==> config.mk <==
export PLATFORM = sky130hd
export DESIGN_NAME = delta_integrator_flat
export DESIGN_NICKNAME = d
export VERILOG_FILES = /design/src/rtl/delta_integrator_if.sv /design/src/rtl/delta_integrator.sv /design/src/flat_wrapper.sv
export SDC_FILE = /design/constraint.sdc
export NUM_CORES = 1
export LEC_CHECK = 0
export BUFFER_PORTS_ARGS = -buffer_cell sky130_fd_sc_hd__buf_2
export CORE_MARGIN = 5
export CORE_UTILIZATION = 57
export CTS_CLUSTER_DIAMETER = 60
export DETAILED_ROUTE_END_ITERATION = 8
export PLACE_DENSITY = 0.92
export SYNTH_ARGS = -nofsm -noshare
export SYNTH_HDL_FRONTEND = slang
export SYNTH_SLANG_ARGS = --single-unit
export TNS_END_PERCENT = 100
==> constraint.sdc <==
create_clock -name clk -period 5.5 [get_ports clk]
set_clock_uncertainty 0.15 [all_clocks]
set_input_delay 0 -clock clk [delete_from_list [all_inputs] [get_ports clk]]
set_output_delay 0 -clock clk [all_outputs]
set_load 0.01 [all_outputs]
==> src/rtl/delta_integrator_if.sv <==
`default_nettype none
// ============================================================================
// Module      : delta_integrator_if
// Description : Handshake and control bundle for the delta_integrator.
//               master : upstream/downstream side (drives diffs, out_ready,
//                        load and clr_ovf; observes samples and flags)
//               slave  : the integrator itself
//               Signals:
//                 in_valid/in_ready/diff      difference input handshake
//                 load/load_value             accumulator preload strobe
//                 out_valid/out_ready/out     reconstructed sample output
//                 ovf_pulse/ovf_sticky        overflow reporting
//                 clr_ovf                     clears ovf_sticky
// Revision    : 1.0  initial release
// ============================================================================
interface delta_integrator_if #(
   parameter int DATA_WIDTH = 16
);
   logic                         in_valid;
   logic                         in_ready;
   logic signed [DATA_WIDTH-1:0] diff;
   logic                         load;
   logic signed [DATA_WIDTH-1:0] load_value;
   logic                         out_valid;
   logic                         out_ready;
   logic signed [DATA_WIDTH-1:0] out;
   logic                         ovf_pulse;
   logic                         ovf_sticky;
   logic                         clr_ovf;

   modport master (
      output in_valid, diff, load, load_value, out_ready, clr_ovf,
      input  in_ready, out_valid, out, ovf_pulse, ovf_sticky
   );

   modport slave (
      input  in_valid, diff, load, load_value, out_ready, clr_ovf,
      output in_ready, out_valid, out, ovf_pulse, ovf_sticky
   );
endinterface
`default_nettype wire

==> src/rtl/delta_integrator.sv <==
`default_nettype none
// ============================================================================
// Module      : delta_integrator
// Description : Running-sum integrator reconstructing a signed sample stream
//               from first differences: out[n] = out[n-1] + diff[n].
//               Single registered output slot with valid/ready on both
//               sides, accumulator preload, optional saturation and
//               overflow reporting (one-cycle pulse plus sticky flag).
// Ports       : clk  - rising-edge clock
//               rst  - synchronous active-high reset
//               bus  - delta_integrator_if.slave (handshakes, load, flags)
// Revision    : 1.0  initial release
// ============================================================================
module delta_integrator #(
   parameter int DATA_WIDTH = 16,
   parameter bit SAT_EN     = 1'b1
) (
   input  wire logic        clk,
   input  wire logic        rst,
   delta_integrator_if.slave bus
);

   localparam logic signed [DATA_WIDTH-1:0] c_SAT_MAX = {1'b0, {(DATA_WIDTH-1){1'b1}}};
   localparam logic signed [DATA_WIDTH-1:0] c_SAT_MIN = {1'b1, {(DATA_WIDTH-1){1'b0}}};

   logic signed [DATA_WIDTH-1:0] r_acc;
   logic signed [DATA_WIDTH-1:0] r_out;
   logic                         r_out_valid;
   logic                         r_ovf_pulse;
   logic                         r_ovf_sticky;

   logic                         w_in_ready;
   logic                         w_accept;
   logic        [DATA_WIDTH:0]   w_sum;
   logic                         w_ovf;
   logic signed [DATA_WIDTH-1:0] w_result;

   // The slot can take a new diff when it is empty or being drained this
   // same cycle; a preload blocks acceptance so the diff is held, not lost.
   assign w_in_ready = !bus.load && (!r_out_valid || bus.out_ready);
   assign w_accept   = bus.in_valid && w_in_ready;

   // Exact sum one bit wider than the operands; the two top bits disagree
   // exactly when the true result does not fit in DATA_WIDTH.
   assign w_sum = {r_acc[DATA_WIDTH-1], r_acc} + {bus.diff[DATA_WIDTH-1], bus.diff};
   assign w_ovf = w_sum[DATA_WIDTH] ^ w_sum[DATA_WIDTH-1];

   generate
      if (SAT_EN) begin : g_sat
         // The extended sign bit tells which rail the exact sum crossed.
         assign w_result = w_ovf ? (w_sum[DATA_WIDTH] ? c_SAT_MIN : c_SAT_MAX)
                                 : w_sum[DATA_WIDTH-1:0];
      end else begin : g_wrap
         assign w_result = w_sum[DATA_WIDTH-1:0];
      end
   endgenerate

   always_ff @(posedge clk) begin
      if (rst) begin
         r_acc        <= '0;
         r_out        <= '0;
         r_out_valid  <= 1'b0;
         r_ovf_pulse  <= 1'b0;
         r_ovf_sticky <= 1'b0;
      end else begin
         // Accumulator: preload and accept never coincide (in_ready is low
         // during load), so the order here only documents priority.
         if (bus.load) begin
            r_acc <= bus.load_value;
         end else if (w_accept) begin
            r_acc <= w_result;
         end

         if (w_accept) begin
            r_out       <= w_result;
            r_out_valid <= 1'b1;
         end else if (bus.out_ready) begin
            r_out_valid <= 1'b0;
         end

         r_ovf_pulse <= w_accept && w_ovf;

         // A fresh overflow outranks a simultaneous clear.
         if (w_accept && w_ovf) begin
            r_ovf_sticky <= 1'b1;
         end else if (bus.clr_ovf) begin
            r_ovf_sticky <= 1'b0;
         end
      end
   end

   assign bus.in_ready   = w_in_ready;
   assign bus.out        = r_out;
   assign bus.out_valid  = r_out_valid;
   assign bus.ovf_pulse  = r_ovf_pulse;
   assign bus.ovf_sticky = r_ovf_sticky;

endmodule
`default_nettype wire

==> src/flat_wrapper.sv <==
// flat-port wrapper written by rule: the top's interface ports become plain ports
module delta_integrator_flat 
#(
   parameter int DATA_WIDTH = 16,
   parameter bit SAT_EN     = 1'b1
)
  (clk, rst, bus_in_valid, bus_diff, bus_load, bus_load_value, bus_out_ready, bus_clr_ovf, bus_in_ready, bus_out_valid, bus_out, bus_ovf_pulse, bus_ovf_sticky);
  delta_integrator_if #(.DATA_WIDTH(DATA_WIDTH)) bus_i ();
  input  wire logic clk;
  input  wire logic rst;
  input wire logic [$bits(bus_i.in_valid)-1:0] bus_in_valid;
  input wire logic [$bits(bus_i.diff)-1:0] bus_diff;
  input wire logic [$bits(bus_i.load)-1:0] bus_load;
  input wire logic [$bits(bus_i.load_value)-1:0] bus_load_value;
  input wire logic [$bits(bus_i.out_ready)-1:0] bus_out_ready;
  input wire logic [$bits(bus_i.clr_ovf)-1:0] bus_clr_ovf;
  output wire logic [$bits(bus_i.in_ready)-1:0] bus_in_ready;
  output wire logic [$bits(bus_i.out_valid)-1:0] bus_out_valid;
  output wire logic [$bits(bus_i.out)-1:0] bus_out;
  output wire logic [$bits(bus_i.ovf_pulse)-1:0] bus_ovf_pulse;
  output wire logic [$bits(bus_i.ovf_sticky)-1:0] bus_ovf_sticky;
  assign bus_i.in_valid = bus_in_valid;
  assign bus_i.diff = bus_diff;
  assign bus_i.load = bus_load;
  assign bus_i.load_value = bus_load_value;
  assign bus_i.out_ready = bus_out_ready;
  assign bus_i.clr_ovf = bus_clr_ovf;
  assign bus_in_ready = bus_i.in_ready;
  assign bus_out_valid = bus_i.out_valid;
  assign bus_out = bus_i.out;
  assign bus_ovf_pulse = bus_i.ovf_pulse;
  assign bus_ovf_sticky = bus_i.ovf_sticky;
  delta_integrator #(.DATA_WIDTH(DATA_WIDTH), .SAT_EN(SAT_EN)) u_core (.clk(clk), .rst(rst), .bus(bus_i));
endmodule
==> summary.md <==
| Metric | Value |
|---|---|
| Run status | `completed` |
| Pwr dens | `296 mW/mm^2` |
| Cell chain of the critical path | `ha_1 -> inv_1 -> fa_1 -> nand2b_1 -> a21oi_1 -> o21ai_2 -> o211ai_2 -> a21oi_1 -> o22ai_4 -> nor2b_1 -> a221oi_1` |
| Mean instance size in the synthesized netlist | `8.69 sq um` |
| Maximum fanout encountered on the critical timing path | `16` |
| Global-route wire length before repair | `9350 microns` |
| Half-perimeter wire length after placement | `4060 microns` |
| Count of flip-flops with a built-in enable after synthesis | `0` |
| Clock net sink count | `35` |
| Most used flip-flop cell after synthesis | `sky130_fd_sc_hd__dfxtp_1` |
| Static Leakage | `1.24 nW` |
| Time the worst path needs with I/O delays and setup | `3.06 ns` |
| Library cell with the largest summed area after synthesis | `sky130_fd_sc_hd__dfxtp_1` |
| WL final | `5760 microns` |
| Diode count | `0` |
| Setup slack after placement | `2.59 ns` |
| Buffer depth of the longest clock path | `2` |
| Async set-reset flop share out of synthesis | `0%` |
| Floorplan core area | `0.00374 sq mm` |
| Clock-pin transition on the worst setup and hold timing paths | `0.07 ns` |
| Total negative slack for setup checks | `0 ns` |
| Period utilisation layout | `55.6%` |
| Most area-consuming cells after synthesis | `sky130_fd_sc_hd__dfxtp_1, sky130_fd_sc_hd__ha_1, sky130_fd_sc_hd__a21oi_1` |
| CTS Root Buffer Type | `sky130_fd_sc_hd__clkbuf_8` |
| Setup WS post-layout | `2.44 ns` |
| Ys Warns | `0` |
| Total die area | `0.00530 sq mm` |
| MaxCap Viol Count | `0` |
| Fin cells | `375` |
| Total design power | `830 uW` |
| Synthesized flop and latch total | `35` |
| Clock latency reported for the late side of the worst-skew pair | `0.29 ns` |
| Fill cell count | `290` |
| Vias in the first global route | `2,138` |
| Critical Path End Type | `register` |
| Worst Max-Slew Pin Slew | `1.08 ns` |
| DRC viols | `0` |
| Portion of synthesized cell area occupied by the leading cell type | `31.1%` |
| Final hold violations | `0` |
| Path category of the worst min-delay check | `input port to register` |
| Most common cell in the synthesized netlist | `sky130_fd_sc_hd__dfxtp_1` |
| Detail-routed net length per standard cell | `15.4 microns` |
| Number of search-and-repair iterations in the first detailed-routing pass | `4` |
| Cell class contributing the biggest share of worst-path delay | `compound AO/OA/AOI/OAI gates` |
| Number of routed nets with antenna violations | `0` |
| RSZ-0062 raised after global routing | `false` |
| Max H-tree Level | `2` |
| Global placement routability congestion | `0.899` |
| Combined flip-flop and latch cell area | `701 sq um` |
| Initial core utilization | `60.1%` |
| Slowest stage cell, crit path | `sky130_fd_sc_hd__o22ai_4` |
| Overall via count from detail_route | `2,179` |
| Worst slew margin relative to its limit | `27.9%` |
| I/O pin cnt | `58` |
| Share of cells above drive strength 1 | `28.7%` |
| Endpoint required time on the critical path | `5.54 ns` |
| Number of antenna violations at the first check in global routing | `0` |
| Net total in the final layout | `382` |
| Post-route cell area | `0.00281 sq mm` |
| Clock buffer count from CTS | `5` |
| Setup crit start kind | `register` |
| Synth Net Count | `314` |
| Max Slew Vio Count | `0` |
| Crit path buf inv count | `1` |
| Worst endpoint data arrival time | `3.10 ns` |
| DIE HEIGHT | `72.8 microns` |
| TritonCTS clock tree | `yes` |
| Maximum cell stage delay along the critical path | `0.51 ns` |
| List of most frequent post-synthesis cells | `sky130_fd_sc_hd__dfxtp_1, sky130_fd_sc_hd__a21oi_1, sky130_fd_sc_hd__nand2_1, sky130_fd_sc_hd__nor2_1, sky130_fd_sc_hd__ha_1` |
| Seq/Total Area, Yosys | `31.1%` |
| Vias per inst | `5.81` |
| Final-report setup violation count | `0` |
| All-Layer GR Usage | `22.0%` |
| Cell count after placement | `352` |
| CP Class | `register to register` |
| Largest vdd supply drop | `268 uV` |
| Top achievable clock speed | `327 MHz` |
| Remaining global-route overflow | `0` |
| Synth unique cells | `49` |
| Placed cell area | `0.00254 sq mm` |
| Area growth syn-to-layout | `24.8%` |
| Area of the mapped netlist | `0.00225 sq mm` |
| Count of buffers inserted at the top-level ports | `57` |
| Crit path top cell by count | `sky130_fd_sc_hd__a21oi_1` |
| Largest net degree at the start of global routing | `36` |
| Std cell rows | `22` |
| Number of DRC markers after the initial detailed-route iteration | `113` |
| Multi-input gate area | `0.00148 sq mm` |
| Horizontal die dimension | `72.8 microns` |
| Cells after synthesis | `259` |
-- layout by cell type, fill, tap and decap left out, drive strengths merged --
cell          n
buf          58
dfxtp        35
a21oi        31
nor2         25
nand2        23
ha           16
dlygate4sd3  16
a22oi        14
a211oi       11
o22ai        10
o21ai        10
xnor2         9
nand2b        7
nor3          7
clkbuf        6
o211ai        6
nor2b         5
nand3         5
inv           4
a21o          4
xor2          4
a221oi        4
and2          3
or2           2
and4b         1
a41oi         1
o21a          1
o211a         1
and3          1
a2111oi       1
or3           1
maj3          1
o31ai         1
o31a          1
fa            1
bufinv        1
-- layer usage --
layer / vias to the layer above / share of wire (%) / global-route usage (%)
li1: 1094 / - / -
met1: 1001 / 44 / 27.3
met2: 73 / 47 / 37.8
met3: 11 / 7.8 / 4.96
met4: 0 / 1.4 / 6.97
met5: - / 0 / 0
-- what timing repair did --
item	CTS	global route
resized for setup	0	0
hold endpoints to repair	16	0
buffers inserted	0	0
hold buffers	16	0
-- registers in the layout, indices dropped and copies added, names as in the netlist --
signal                 count
u_core.bus.out            16
u_core.bus.ovf_sticky      1
u_core.bus.ovf_pulse       1
u_core.r_acc              16
u_core.bus.out_valid       1
-- final timing paths --
kind / startpoint / slack (ns) / depth (start not counted) / to
worst max-delay path: u_core.r_acc[0]$_SDFFE_PP0P_ / 2.44 / 11 / u_core.r_acc[0]$_SDFFE_PP0P_
worst min-delay path: bus_diff[0] / 0.05 / 4 / u_core.bus.out[0]$_SDFFE_PP0P_
worst max register to register: u_core.r_acc[0]$_SDFFE_PP0P_ / 2.44 / 11 / u_core.r_acc[0]$_SDFFE_PP0P_
worst min register to register: u_core.bus.out[13]$_SDFFE_PP0P_ / 0.30 / 2 / u_core.bus.out[13]$_SDFFE_PP0P_
-- power by group --
| part | leakage, nW | internal (mW) | switching, mW | total (mW) |
|---|---|---|---|---|
| Combinational | 0.896 | 0.133 | 0.180 | 0.312 |
| Clock | 0.0513 | 0.133 | 0.0898 | 0.223 |
| Sequential | 0.289 | 0.280 | 0.0143 | 0.295 |
| Total | 1.24 | 0.546 | 0.284 | 0.830 |
-- area by class of cell --
cell class | instances | share of cell area (%)
Inverter | 4 | 0.535
Clock buffer | 6 | 2.58
Timing Repair Buffer | 74 | 16.1
Sequential cell | 35 | 25.0
Tap cell | 48 | 2.14
Clock inverter | 1 | 1.07
Multi-Input combinational cell | 207 | 52.6
-- through the flow --
| stage | hold WS (ns) | utilization [%] |
|---|---|---|
| detailed placement | 0.135 | 68.0 |
| global route | 0.0718 | 75.0 |
| global placement | 0.134 | 68.0 |
| floorplan | -0.0919 | - |
| finish | 0.0469 | 75.0 |
| CTS | 0.0503 | 75.0 |
-- tightest hold or removal path: stages --
cell and delay [ns]:
sky130_fd_sc_hd__buf_2 0.08, sky130_fd_sc_hd__ha_1 0.12, sky130_fd_sc_hd__nand2_1 0.07, sky130_fd_sc_hd__a211oi_2 0.17
-- logic make-up (layout without fill, tap and decap cells) --
family | Yosys count | count (layout) | synth area share [%]
flops | 35 | 35 | 31.1
simple gates | 80 | 80 | 17.4
xor+xnor | 13 | 13 | 5.06
compound gates | 96 | 96 | 32.9
fa+ha+maj | 18 | 18 | 10.3
buf+inv | 17 | 85 | 3.23
Note: power is estimated with default switching activity, not from simulation.
